==> config.mk <==
export PLATFORM = sky130hd
export DESIGN_NAME = var_state_bank
export DESIGN_NICKNAME = d
export VERILOG_FILES = /design/src/rtl/var_state_bank.sv
export SDC_FILE = /design/constraint.sdc
export NUM_CORES = 1
export LEC_CHECK = 0
export CORE_MARGIN = 10
export CORE_UTILIZATION = 47
export CTS_CLUSTER_DIAMETER = 120
export DETAILED_ROUTE_END_ITERATION = 12
export PLACE_DENSITY = 0.79
export SKIP_LAST_GASP = 1
export SLEW_MARGIN = 20
export SYNTH_ARGS = -nofsm -noshare
export SYNTH_HDL_FRONTEND = slang
export SYNTH_SLANG_ARGS = --single-unit
export TNS_END_PERCENT = 20
==> constraint.sdc <==
create_clock -name clk -period 13.9 [get_ports clk]
set_clock_uncertainty 0.05 [all_clocks]
set_input_delay 1.39 -clock clk [delete_from_list [all_inputs] [get_ports clk]]
set_output_delay 1.39 -clock clk [all_outputs]
set_load 0.005 [all_outputs]
==> src/rtl/var_state_bank.sv <==
// Value/level store for NUM_VARS solver variables: decide, imply, analyze, backtrack.
// Optional `VAR_STATE_CNT_EN adds assigned_cnt_o (registered count of assigned vars).
module var_state_bank #(
    parameter int NUM_VARS         = 8,
    parameter int LEVEL_W          = 10,
    parameter int SCAN_LANES       = 2,
    parameter int WIDTH_VAR_STATES = 3 + LEVEL_W
) (
    input  logic                                 clk,
    input  logic                                 rst,
    input  logic [NUM_VARS*3-1:0]                var_value_i,
    output logic [NUM_VARS*3-1:0]                var_value_o,
    input  logic [NUM_VARS-1:0]                  valid_from_decision_i,
    input  logic [LEVEL_W-1:0]                   cur_level_i,
    input  logic                                 apply_imply_i,
    output logic                                 find_imply_o,
    output logic                                 find_conflict_o,
    input  logic                                 apply_analyze_i,
    output logic [LEVEL_W-1:0]                   max_level_o,
    output logic                                 analyze_done_o,
    input  logic                                 apply_bkt_i,
    input  logic [LEVEL_W-1:0]                   bkt_lvl_i,
    output logic                                 bkt_done_o,
    input  logic [NUM_VARS-1:0]                  wr_states_i,
    input  logic [WIDTH_VAR_STATES*NUM_VARS-1:0] vars_states_i,
    output logic [WIDTH_VAR_STATES*NUM_VARS-1:0] vars_states_o,
    output logic                                 busy_o
`ifdef VAR_STATE_CNT_EN
    ,
    output logic [$clog2(NUM_VARS+1)-1:0]        assigned_cnt_o
`endif
);

    localparam int STEPS = NUM_VARS / SCAN_LANES;
    localparam int CNT_W = $clog2(STEPS + 1);

    typedef enum logic {IDLE, ANALYZE} state_t;

    state_t             state_q, state_d;
    logic [2:0]         val_q [NUM_VARS];
    logic [2:0]         val_d [NUM_VARS];
    logic [LEVEL_W-1:0] lvl_q [NUM_VARS];
    logic [LEVEL_W-1:0] lvl_d [NUM_VARS];
    logic [CNT_W-1:0]   cnt_q, cnt_d;
    logic [LEVEL_W-1:0] acc_q, acc_d, max_d, lane_max;
    logic               imp_d, conf_d, done_d, bkt_d;
    logic [NUM_VARS-1:0] can_assign;
    logic               any_conf, dec_hit;

    always_comb begin
        can_assign = '0;
        any_conf   = 1'b0;
        for (int k = 0; k < NUM_VARS; k++) begin
            can_assign[k] = (val_q[k][1:0] == 2'b00) &&
                            (var_value_i[3*k +: 2] == 2'b01 ||
                             var_value_i[3*k +: 2] == 2'b10);
            if (var_value_i[3*k +: 2] == 2'b11 ||
                (val_q[k][1:0] != 2'b00 && var_value_i[3*k +: 2] != 2'b00 &&
                 var_value_i[3*k +: 2] != val_q[k][1:0]))
                any_conf = 1'b1;
        end
    end

    // Running max over the lanes of the current scan group.
    always_comb begin
        lane_max = acc_q;
        for (int k = 0; k < NUM_VARS; k++) begin
            if (k / SCAN_LANES == int'(cnt_q) && val_q[k][2] &&
                lvl_q[k] != cur_level_i && lvl_q[k] > lane_max)
                lane_max = lvl_q[k];
        end
    end

    always_comb begin
        state_d = state_q;
        val_d   = val_q;
        lvl_d   = lvl_q;
        cnt_d   = cnt_q;
        acc_d   = acc_q;
        max_d   = max_level_o;
        imp_d   = 1'b0;
        conf_d  = 1'b0;
        done_d  = 1'b0;
        bkt_d   = 1'b0;
        dec_hit = 1'b0;
        unique case (state_q)
            IDLE: begin
                if (|wr_states_i) begin
                    for (int k = 0; k < NUM_VARS; k++) begin
                        if (wr_states_i[k]) begin
                            val_d[k] = vars_states_i[k*WIDTH_VAR_STATES+LEVEL_W +: 3];
                            lvl_d[k] = vars_states_i[k*WIDTH_VAR_STATES +: LEVEL_W];
                        end
                    end
                end else if (apply_bkt_i) begin
                    bkt_d = 1'b1;
                    for (int k = 0; k < NUM_VARS; k++) begin
                        if (lvl_q[k] > bkt_lvl_i) begin
                            val_d[k] = '0;
                            lvl_d[k] = '0;
                        end
                    end
                end else if (apply_analyze_i) begin
                    for (int k = 0; k < NUM_VARS; k++)
                        val_d[k][2] = var_value_i[3*k+2];
                    acc_d   = '0;
                    cnt_d   = '0;
                    state_d = ANALYZE;
                end else if (apply_imply_i) begin
                    if (any_conf) begin
                        conf_d = 1'b1;
                    end else begin
                        imp_d = |can_assign;
                        for (int k = 0; k < NUM_VARS; k++) begin
                            if (can_assign[k]) begin
                                val_d[k] = {1'b0, var_value_i[3*k +: 2]};
                                lvl_d[k] = cur_level_i;
                            end
                        end
                    end
                end else if (|valid_from_decision_i) begin
                    for (int k = 0; k < NUM_VARS; k++) begin
                        if (valid_from_decision_i[k] && !dec_hit) begin
                            dec_hit  = 1'b1;
                            val_d[k] = {1'b0, var_value_i[3*k +: 2]};
                            lvl_d[k] = cur_level_i;
                        end
                    end
                end
            end
            ANALYZE: begin
                acc_d = lane_max;
                cnt_d = cnt_q + CNT_W'(1);
                if (int'(cnt_q) == STEPS - 1) begin
                    max_d   = lane_max;
                    done_d  = 1'b1;
                    state_d = IDLE;
                    for (int k = 0; k < NUM_VARS; k++)
                        val_d[k][2] = 1'b0;
                end
            end
            default: state_d = IDLE;
        endcase
    end

    always_ff @(posedge clk or negedge rst) begin
        if (!rst) begin
            state_q <= IDLE;
        end else begin
            state_q <= state_d;
        end
    end

    always_ff @(posedge clk or negedge rst) begin
        if (!rst) begin
            for (int k = 0; k < NUM_VARS; k++) begin
                val_q[k] <= '0;
                lvl_q[k] <= '0;
            end
            cnt_q           <= '0;
            acc_q           <= '0;
            max_level_o     <= '0;
            find_imply_o    <= 1'b0;
            find_conflict_o <= 1'b0;
            analyze_done_o  <= 1'b0;
            bkt_done_o      <= 1'b0;
        end else begin
            val_q           <= val_d;
            lvl_q           <= lvl_d;
            cnt_q           <= cnt_d;
            acc_q           <= acc_d;
            max_level_o     <= max_d;
            find_imply_o    <= imp_d;
            find_conflict_o <= conf_d;
            analyze_done_o  <= done_d;
            bkt_done_o      <= bkt_d;
        end
    end

    assign busy_o = (state_q == ANALYZE);

    always_comb begin
        for (int k = 0; k < NUM_VARS; k++) begin
            var_value_o[3*k +: 3] = val_q[k];
            vars_states_o[k*WIDTH_VAR_STATES +: WIDTH_VAR_STATES] = {val_q[k], lvl_q[k]};
        end
    end

`ifdef VAR_STATE_CNT_EN
    localparam int AC_W = $clog2(NUM_VARS + 1);
    logic [AC_W-1:0] cnt_now;

    always_comb begin
        cnt_now = '0;
        for (int k = 0; k < NUM_VARS; k++) begin
            if (val_q[k][1:0] == 2'b01 || val_q[k][1:0] == 2'b10)
                cnt_now = cnt_now + AC_W'(1);
        end
    end

    always_ff @(posedge clk or negedge rst) begin
        if (!rst) begin
            assigned_cnt_o <= '0;
        end else begin
            assigned_cnt_o <= cnt_now;
        end
    end
`endif

endmodule

==> results of run 1 <==
==> sequential cells by signal (all words and copies together) (netlist names) <==
signal and count:
max_level_o 10, find_conflict_o 1, vars_states_o 80, busy_o 1, var_value_o 24, find_imply_o 1, analyze_done_o 1, bkt_done_o 1
cnt_q 3, acc_q 10
==> cell usage after synthesis, types with 10 or more instances <==
| library cell | number |
|---|---|
| a21oi_1 | 252 |
| ha_1 | 170 |
| dfrtp_1 | 132 |
| nor2_1 | 130 |
| inv_1 | 102 |
| nand2_1 | 82 |
| o21ai_0 | 78 |
| clkbuf_1 | 58 |
| xor2_1 | 49 |
| nand4_1 | 46 |
| a22oi_1 | 37 |
| xnor2_1 | 37 |
| nand3_1 | 36 |
| buf_4 | 35 |
| nor3_1 | 28 |
| mux2i_1 | 27 |
| a21o_1 | 25 |
| nor2b_1 | 25 |
| nor4_1 | 20 |
| o21a_1 | 20 |
| and2_1 | 17 |
| nand2b_1 | 17 |
| o211ai_1 | 16 |
| and3_1 | 14 |
| a211oi_1 | 13 |
| nor3b_1 | 12 |
| buf_1 | 10 |
==> layer usage <==
metal / GRT usage (%) / up-vias / wire, µm
met5: 0 / - / 0
met4: 19.9 / 0 / 4490
met3: 9.91 / 324 / 7710
met2: 56.3 / 1170 / 29600
met1: 40.9 / 7452 / 23900
li1: - / 6840 / -
==> worst max-delay path: cells and delay by family <==
family          cells  cell delay (ns)
mux                 3             0.79
buf+inv            13             1.65
simple gates       22             3.39
xor+xnor            1             0.15
compound gates     28             5.64
fa+ha+maj           7             1.90
==> what timing repair did <==
action                                  4_1_cts  5_1_grt
buffers inserted                             61       25
endpoints found under the setup margin       20       20
resized for setup                           148       95
pin swaps                                    88       53
cloned                                        8        0
==> layout by cell type (no fill, tap or decap), drive strengths merged, types with 16 or more instances in the layout <==
master and n:
a21oi 252, nor2b 25, o21ai 81, buf 282
ha 170, nor3 28, nor4 20, nand2 85
nor2 130, o21a 21, clkbuf 19, inv 110
mux2i 28, xor2 49, and2 18, clkdlybuf4s50 300
a22oi 37, xnor2 38, nand2b 17, dfrtp 132
nand4 46, o211ai 16, a21o 25, nand3 36
==> worst min-delay path by stage <==
| stage | cells past startpoint | endpoint | from | slack (ns) |
|---|---|---|---|---|
| after CTS | 2 | var_value_o[16] | var_value_o[16] | 0.55 |
| after detailed placement | 2 | var_value_o[16] | var_value_o[16] | 0.54 |
| after global routing | 2 | cnt_q[1] | cnt_q[1] | 0.60 |
| final | 2 | var_value_o[16] | var_value_o[16] | 0.55 |
| after global placement | 2 | var_value_o[16] | var_value_o[16] | 0.53 |
| after floorplan | 2 | cnt_q[2] | cnt_q[2] | 0.46 |
==> cell type report <==
cell class              instances  area (µm²)
well taps                     372         465
multi-input cells            1273        9790
fillers                      2008        7150
clock buffers                  19         453
inverters                     102         383
flip-flops and latches        132        3300
repair buffers                585        5370
clock inverters                13         185
==> stage by stage <==
stage | cells | power [µW] | TNS [ns] | worst slack, ns
3_3_place_gp | 2376 | 1980 | -32.98 | -1.74
3_5_place_dp | 2376 | 2010 | -39.47 | -2.05
5_1_grt | 2496 | 3260 | -25.91 | -1.36
6_report | 2496 | 3120 | -14.51 | -0.776
2_1_floorplan | 1618 | 1290 | -15.88 | -0.822
4_1_cts | 2477 | 2810 | -6.47 | -0.375
==> power by group <==
| group | internal [µW] | switching (µW) | total (µW) | leakage [µW] |
|---|---|---|---|---|
| clock | 300 | 222 | 522 | 0.000315 |
| combinational | 1080 | 1000 | 2080 | 0.00690 |
| sequential | 424 | 91.7 | 516 | 0.00156 |
| total | 1800 | 1320 | 3120 | 0.00878 |
==> cell families (layout without fill, tap and decap cells) <==
| group | count (synthesis) | in the layout | share of synthesized area (%) |
|---|---|---|---|
| buffers and inverters | 215 | 719 | 7.35 |
| AND/OR/NAND/NOR | 461 | 463 | 17.9 |
| multiplexers | 34 | 34 | 2.77 |
| XOR/XNOR | 87 | 87 | 5.91 |
| flip-flops | 132 | 132 | 25.4 |
| adder cells (fa/ha/maj) | 171 | 171 | 16.4 |
| AO/OA/AOI/OAI | 518 | 518 | 24.3 |
==> results by stage, run 1 <==
Critical path:
- The worst stage delay on the critical path is between 0.5 and 0.6 ns.
- The type of the worst setup path is in2reg.
- The slowest stage of the critical path is the o41a_4 cell.
- The most critical setup path has its endpoint at max_level_o[1].
- The launching instance or port of the critical path is cur_level_i[8].
- The length in cells of the worst reg-to-reg path is 75.
- The capturing element type of the critical path is a flip-flop.
- The origin of the critical flop-to-flop path is acc_q[3].
- In this run the critical register-to-register path is captured at max_level_o[1].
- The most numerous cell type found on the critical path is a21oi_2.
- In this run the register-to-register setup slack is -0.45 ns.
- In this run the worst path has a maximum fanout of 15.
- The data required time at the worst endpoint is 14.20 ns.
- The worst setup path is launched from a primary input.
- The data arrival time of the critical path is around 15 ns.

Global route:
- The number of antenna violations at the first check in global routing came to 1.
- The aggregate global routing overflow is 0.
- The first global-routing pass estimated around 95000 µm of wire.
- The via count of the first global-routing pass was 15800.
- Global routing used 34.9% of the available tracks.
- The pin count of the biggest net entering global routing is 83.

STA:
- Based on the critical path, the design can be clocked at up to between 60 and 70 MHz.
- The relative slew slack is 27.0%.
- The time the worst path needs with I/O delays and setup is ~15 ns.
- The ratio of final minimum period to clock period is 106%.
- At the pin with the least slew margin, the transition time is approximately 1.1 ns.
- Setup repair after global routing could not meet its margin everywhere.
- The number of setup violations in the final report is 20.
- The number of failing hold endpoints at the final stage was 0.
- Hold timing on the final database bottoms out at a slack of roughly 0.55 ns.
- The worst path setup slack after routing is -0.776 ns.
- The number of max-slew violations in the final report is 0.

Floorplanning:
- The die area is ~35000 µm².
- The core box area is between 20000 and 30000 µm².
- The starting density of the core is between 40% and 50%.
- Row generation in the floorplan step produced 60 rows.
- The floorplan die width is 186 µm.
- The I/O pin count is around 310.
- The floorplan step set the die height to between 150 and 200 µm.

Synth:
- The post-synthesis area per instance is between 8 and 9 µm².
- In this run, synthesis inferred 0 flip-flops with an integrated enable.
- Yosys mapped the design onto 81 distinct sky130hd cell types.
- The share of Yosys cell area claimed by the top area cell type is 25.4%.
- During synthesis, Yosys emitted a total of 0 warnings.
- Counting flops with an async set or reset pin after synthesis yields a share of 100%.
- The top flip-flop cell by instance count after synthesis is dfrtp_1.
- The register area share after synthesis is about a quarter.
- Sorting the synthesized cells by area gives the leading types as dfrtp_1 25%, ha_1 16%, a21oi_1 9.7%.
- The number of standard cells after synthesis is 1618.
- The netlist area before placement is 13000 µm².
- Counting every net in the synthesized netlist gives about 2000.
- The total of flip-flops plus latches after synthesis is between 100 and 150.
- The cell taking the most area after synthesis is dfrtp_1.

Layout:
- The number of antenna diodes in the final layout is 0.
- The area growth from synthesis to layout is 53.3%.
- Measured on the finished design, the core utilization comes to 73.6%.
- The finished cells cover 20000 µm².
- The number of nets in the layout is 2450.
- The post-route netlist has a little under a quarter of its cells at a drive strength greater than 1.

Clock network:
- The number of CTS-inserted buffers is 17.
- The root buffer cell is clkbuf_16.
- The number of sinks on the clock net is roughly 130.
- Hold repair after CTS inserted 0 buffers.
- The clock transition time at the flip-flop clock pins of the worst setup and hold paths is 0.07 ns.
- The clock insertion delay at the later pin of the skew report is roughly 0.44 ns.
- The TritonCTS clock tree is yes.
- The maximum clock insertion buffer count is 2.
- The H-tree was split into 4 levels.

Route:
- After detailed routing, the total wire length is 65700 µm.
- The count of unresolved DRC violations after routing is 0.
- The number of vias in the routed layout is 15800.
- The pre-antenna-repair detailed-routing pass consisted of 7 iterations.
- After detailed routing, the average wire length per cell comes to about 26 µm.
- The count of nets left with antenna violations once routing finished came out at 0.
- After the first detailed-routing iteration, the DRC count stood at roughly 1700.
- Using the TritonRoute via totals, the vias-per-cell ratio works out to approximately 6.3.

Run status:
- The checks that failed: negative setup slack.
- The flow ran to the end, but the final reports show violations.

Pwr:
- Power spread over the standard cell area amounts to roughly 160 nW/µm².
- For this design the static power due to leakage is between 0.008 and 0.009 µW.
- VDD sags by at most 87.0 µV.

Placement:
- After detailed placement, the total cell area comes to between 15000 and 20000 µm².
- The detailed placement HPWL is between 40000 and 50000 µm.
- Routability-driven placement finished with a final weighted congestion of 0.990.
- During placement, the flow inserted port buffers numbering 311.

Worst hold path:
- The path category of the worst min-delay check is reg2reg.

Run:
- The number of max-cap violations is 0.
(Power assumes the default switching activity.)
==> run 2: changes to the inputs <==
--- a/config.mk
+++ b/config.mk
@@ -10,7 +10,6 @@
 export CTS_CLUSTER_DIAMETER = 120
 export DETAILED_ROUTE_END_ITERATION = 12
 export PLACE_DENSITY = 0.79
-export SKIP_LAST_GASP = 1
 export SLEW_MARGIN = 20
 export SYNTH_ARGS = -nofsm -noshare
 export SYNTH_HDL_FRONTEND = slang
==> run 2 against run 1 <==
  * The flow still finishes with violations (negative setup slack)
  * Routed wire length up 0.45%
  * Non-clock buffer count is 4 higher
  * Largest cell class unchanged
  * Utilization increased by 0.20 points
  * First-iteration DRC count is 4.4% higher
  * Total power is essentially flat
  * Cell count rose by 0.16%
  * Final area grew 0.28%
  * Via count barely moved
  * Largest power group unchanged
  * Register-to-register slack worse by 0.05 ns
==> results by stage, run 2 (same netlist as run 1, synthesis figures left out) <==
Pwr:
- The post-layout total power came to 3120 µW (about the same).
- The share of total power in sequential cells is 16.6% (about the same).
- The share of total power consumed by net switching is 42.1% (-0.11 points).
- The clock network fraction of design power is 16.8% (about the same).
- The power dissipated by switching net loads is 1310 µW (-0.26%).
- The internal power contribution is 1800 µW (+0.18%).
- The worst supply voltage drop on vdd is 92.5 µV (+6.3%).
- The power per standard cell area is 156 nW/µm² (-0.28%).
- The static leakage was 0.00881 µW (+0.37%).
- The logic gate share of total power is 66.7% (about the same).

Placement:
- The detailed placement HPWL is 46200 µm (unchanged).
- The final RePlAce weighted congestion came to 0.990 (unchanged).
- The number of port buffers came to 311 (unchanged).
- The number of cells after detailed placement is 2376 (unchanged).

Layout:
- The fill cell instance count of the final layout was 2012 (+0.20%).
- The number of antenna cells inserted is 0 (unchanged).
- The library cell used most frequently in the layout, excluding fill and tap cells, is clkdlybuf4s50_1.
- The layout cell share with drive strength beyond 1 is 22.9% (+0.15 points).
- Compared with the post-synthesis result, the final layout area differs by 53.7%.
- The flip-flop count of the largest register after layout is 80 (unchanged).
- The library cells used most frequently in the layout, excluding fill and tap cells, are 300 x clkdlybuf4s50_1, 246 x buf_4, 233 x a21oi_1.
- The non-filler instance count after layout is 2500 (+0.16%).
- The number of nets in the layout is 2454 (+0.16%).

Clock network:
- The clock insertion delay at the later pin of the skew report is 0.45 ns (about the same).
- TritonCTS built the clock tree.
- The number of sinks on the clock net is 132 (unchanged).
- The clock transition time at the flip-flop clock pins of the worst setup and hold paths is 0.07 ns (about the same).
- The total number of H-tree levels came to 4 (unchanged).
- The maximum clock insertion buffer count is 2 (unchanged).
- The post-cts hold buffer count is 0 (unchanged).
- Clock tree synthesis selected as its root buffer the cell clkbuf_16.
- The number of CTS-inserted buffers is 17 (unchanged).

Worst hold path:
- The path category of the worst min-delay check is reg2reg.
- The cell depth of the worst min-delay path came to 2 (unchanged).

Route:
- The length of the first detailed-routing pass in iterations was 8 (+1).
- The remaining number of nets flagged by the antenna check after routing is 0 (unchanged).
- The average wire per standard cell was 26.4 µm (+0.29%).
- The via-per-instance ratio was 6.31 (-0.19%).
- The number of design-rule violations left by the first detailed-router iteration is 1821 (+4.4%).
- The count of unresolved DRC violations after routing is 0 (unchanged).
- The number of vias in the routed layout is 15800 (-0.025%).
- The total wire length is 66000 µm (+0.45%).

Critical path:
- The data required time at the worst endpoint is 14.14 ns (-0.06 ns).
- The critical path launch point type is a primary input.
- The worst stage delay on the critical path is 0.34 ns (-0.21 ns).
- The slowest stage cell on the critical path is a211o_1.
- The capturing element type of the critical path is a flip-flop.
- The data arrival time of the critical path is 14.96 ns (-0.02 ns).
- The type of the worst setup path is in2reg.
- The length in cells of the worst reg-to-reg path came to 76 (+1.3%).
- The largest fanout on the critical path is 6 (-9).

STA:
- The ratio of final minimum period to clock period is 106% (+0.30 points).
- The number of failing hold endpoints at the final stage is 0 (unchanged).
- The time the worst path needs with I/O delays and setup was 14.72 ns (+0.0422 ns).
- The maximum clock frequency was 67.9 MHz (-0.29%).
- The relative slew slack was 25.8% (-1.2 points).
- Setup repair after global routing could not meet its margin everywhere.
- The worst path setup slack after routing was -0.818 ns (-0.0422 ns).
- The number of setup violations in the final report is 20 (unchanged).
- The number of max-slew violations in the final report is 0 (unchanged).
- The actual slew at the worst max-slew pin was 1.11 ns (+0.0210 ns).

Floorplanning:
- The die area is 34800 µm² (unchanged).
- The starting density of the core came to 48.0% (unchanged).
- The floorplan die width is 186 µm (unchanged).
- The overall die height is 186 µm (unchanged).
- The I/O pin count is 312 (unchanged).
- The number of cell rows is 60 (unchanged).
- The core box area is 27100 µm² (unchanged).

Global route:
- The total track usage was 34.9% (about the same).
- The aggregate global routing overflow was 0 (unchanged).
- The wire length of the first global-routing pass was 95100 µm (about the same).
- The via count of the first global-routing pass is 15800 (+0.0063%).
- The pin count of the biggest net entering global routing came to 83 (unchanged).
- The number of antenna violations at the first check in global routing is 1 (unchanged).

Run status:
- The run finished, with violations left.
- The checks that failed: negative setup slack.

Run:
- The number of max-cap violations is 0 (unchanged).
[run 2: worst max-delay path, delay by kind of cell]
kind / cells / cell delay (ns)
simple gates: 23 / 3.66
fa+ha+maj: 7 / 2.01
compound gates: 30 / 5.78
mux: 3 / 0.56
xor+xnor: 1 / 0.15
buf+inv: 11 / 1.39
[run 2: path summary, 6_finish.rpt]
check                           slack [ns]           endpoint            start
worst max-delay path                 -0.82           acc_q[7]   cur_level_i[8]
worst min-delay path                  0.55    var_value_o[16]  var_value_o[16]
worst max register to register       -0.50           acc_q[7]         acc_q[3]
worst min register to register        0.55    var_value_o[16]  var_value_o[16]
max in group asynchronous            11.54           acc_q[0]              rst
min in group asynchronous             0.96  vars_states_o[84]              rst
[run 2: power by group through the flow]
stage / clock, µW / combinational (µW) / sequential, µW
after CTS: 521 / 1780 / 509
after global routing: 536 / 2210 / 518
final: 522 / 2080 / 517
after global placement: 0 / 1470 / 514
after detailed placement: 0 / 1500 / 514
after floorplan: 0 / 805 / 485
[run 2: area by class of cell]
cell class	count	area [µm²]	share of cell area (%)
Multi-Input combinational cell	1273	9770	48.8
Timing Repair Buffer	589	5450	27.2
Sequential cell	132	3300	16.5
Tap cell	372	465	2.33
Clock buffer	19	453	2.26
Inverter	102	383	1.91
Clock inverter	13	185	0.926
[run 2: stage by stage]
| step | worst slack (ns) | hold slack, ns | cell area [µm²] | util, % | setup TNS [ns] |
|---|---|---|---|---|---|
| final | -0.818 | 0.552 | 20000 | 73.8 | -15.36 |
| after global routing | -1.29 | 0.599 | 20000 | 73.8 | -24.86 |
| after CTS | -0.375 | 0.551 | 19400 | 71.5 | -6.46 |
| after detailed placement | -2.05 | 0.536 | 17600 | 64.9 | -39.47 |
| after global placement | -1.74 | 0.529 | 17600 | 64.9 | -32.98 |
| after floorplan | -0.822 | 0.464 | 13200 | - | -15.88 |
[run 2: repair_timing]
item / in CTS / in global routing
cloned: 8 / 1
pin swaps: 89 / 54
resized for setup: 148 / 93
buffers inserted: 61 / 26
setup endpoints to repair: 20 / 20
[run 2: routing by layer]
layer | share of wire [%] | track usage (%)
met1 | 36 | 40.9
met3 | 12 | 9.85
met5 | 0 | 0
met2 | 45 | 56.3
met4 | 7.1 | 19.8
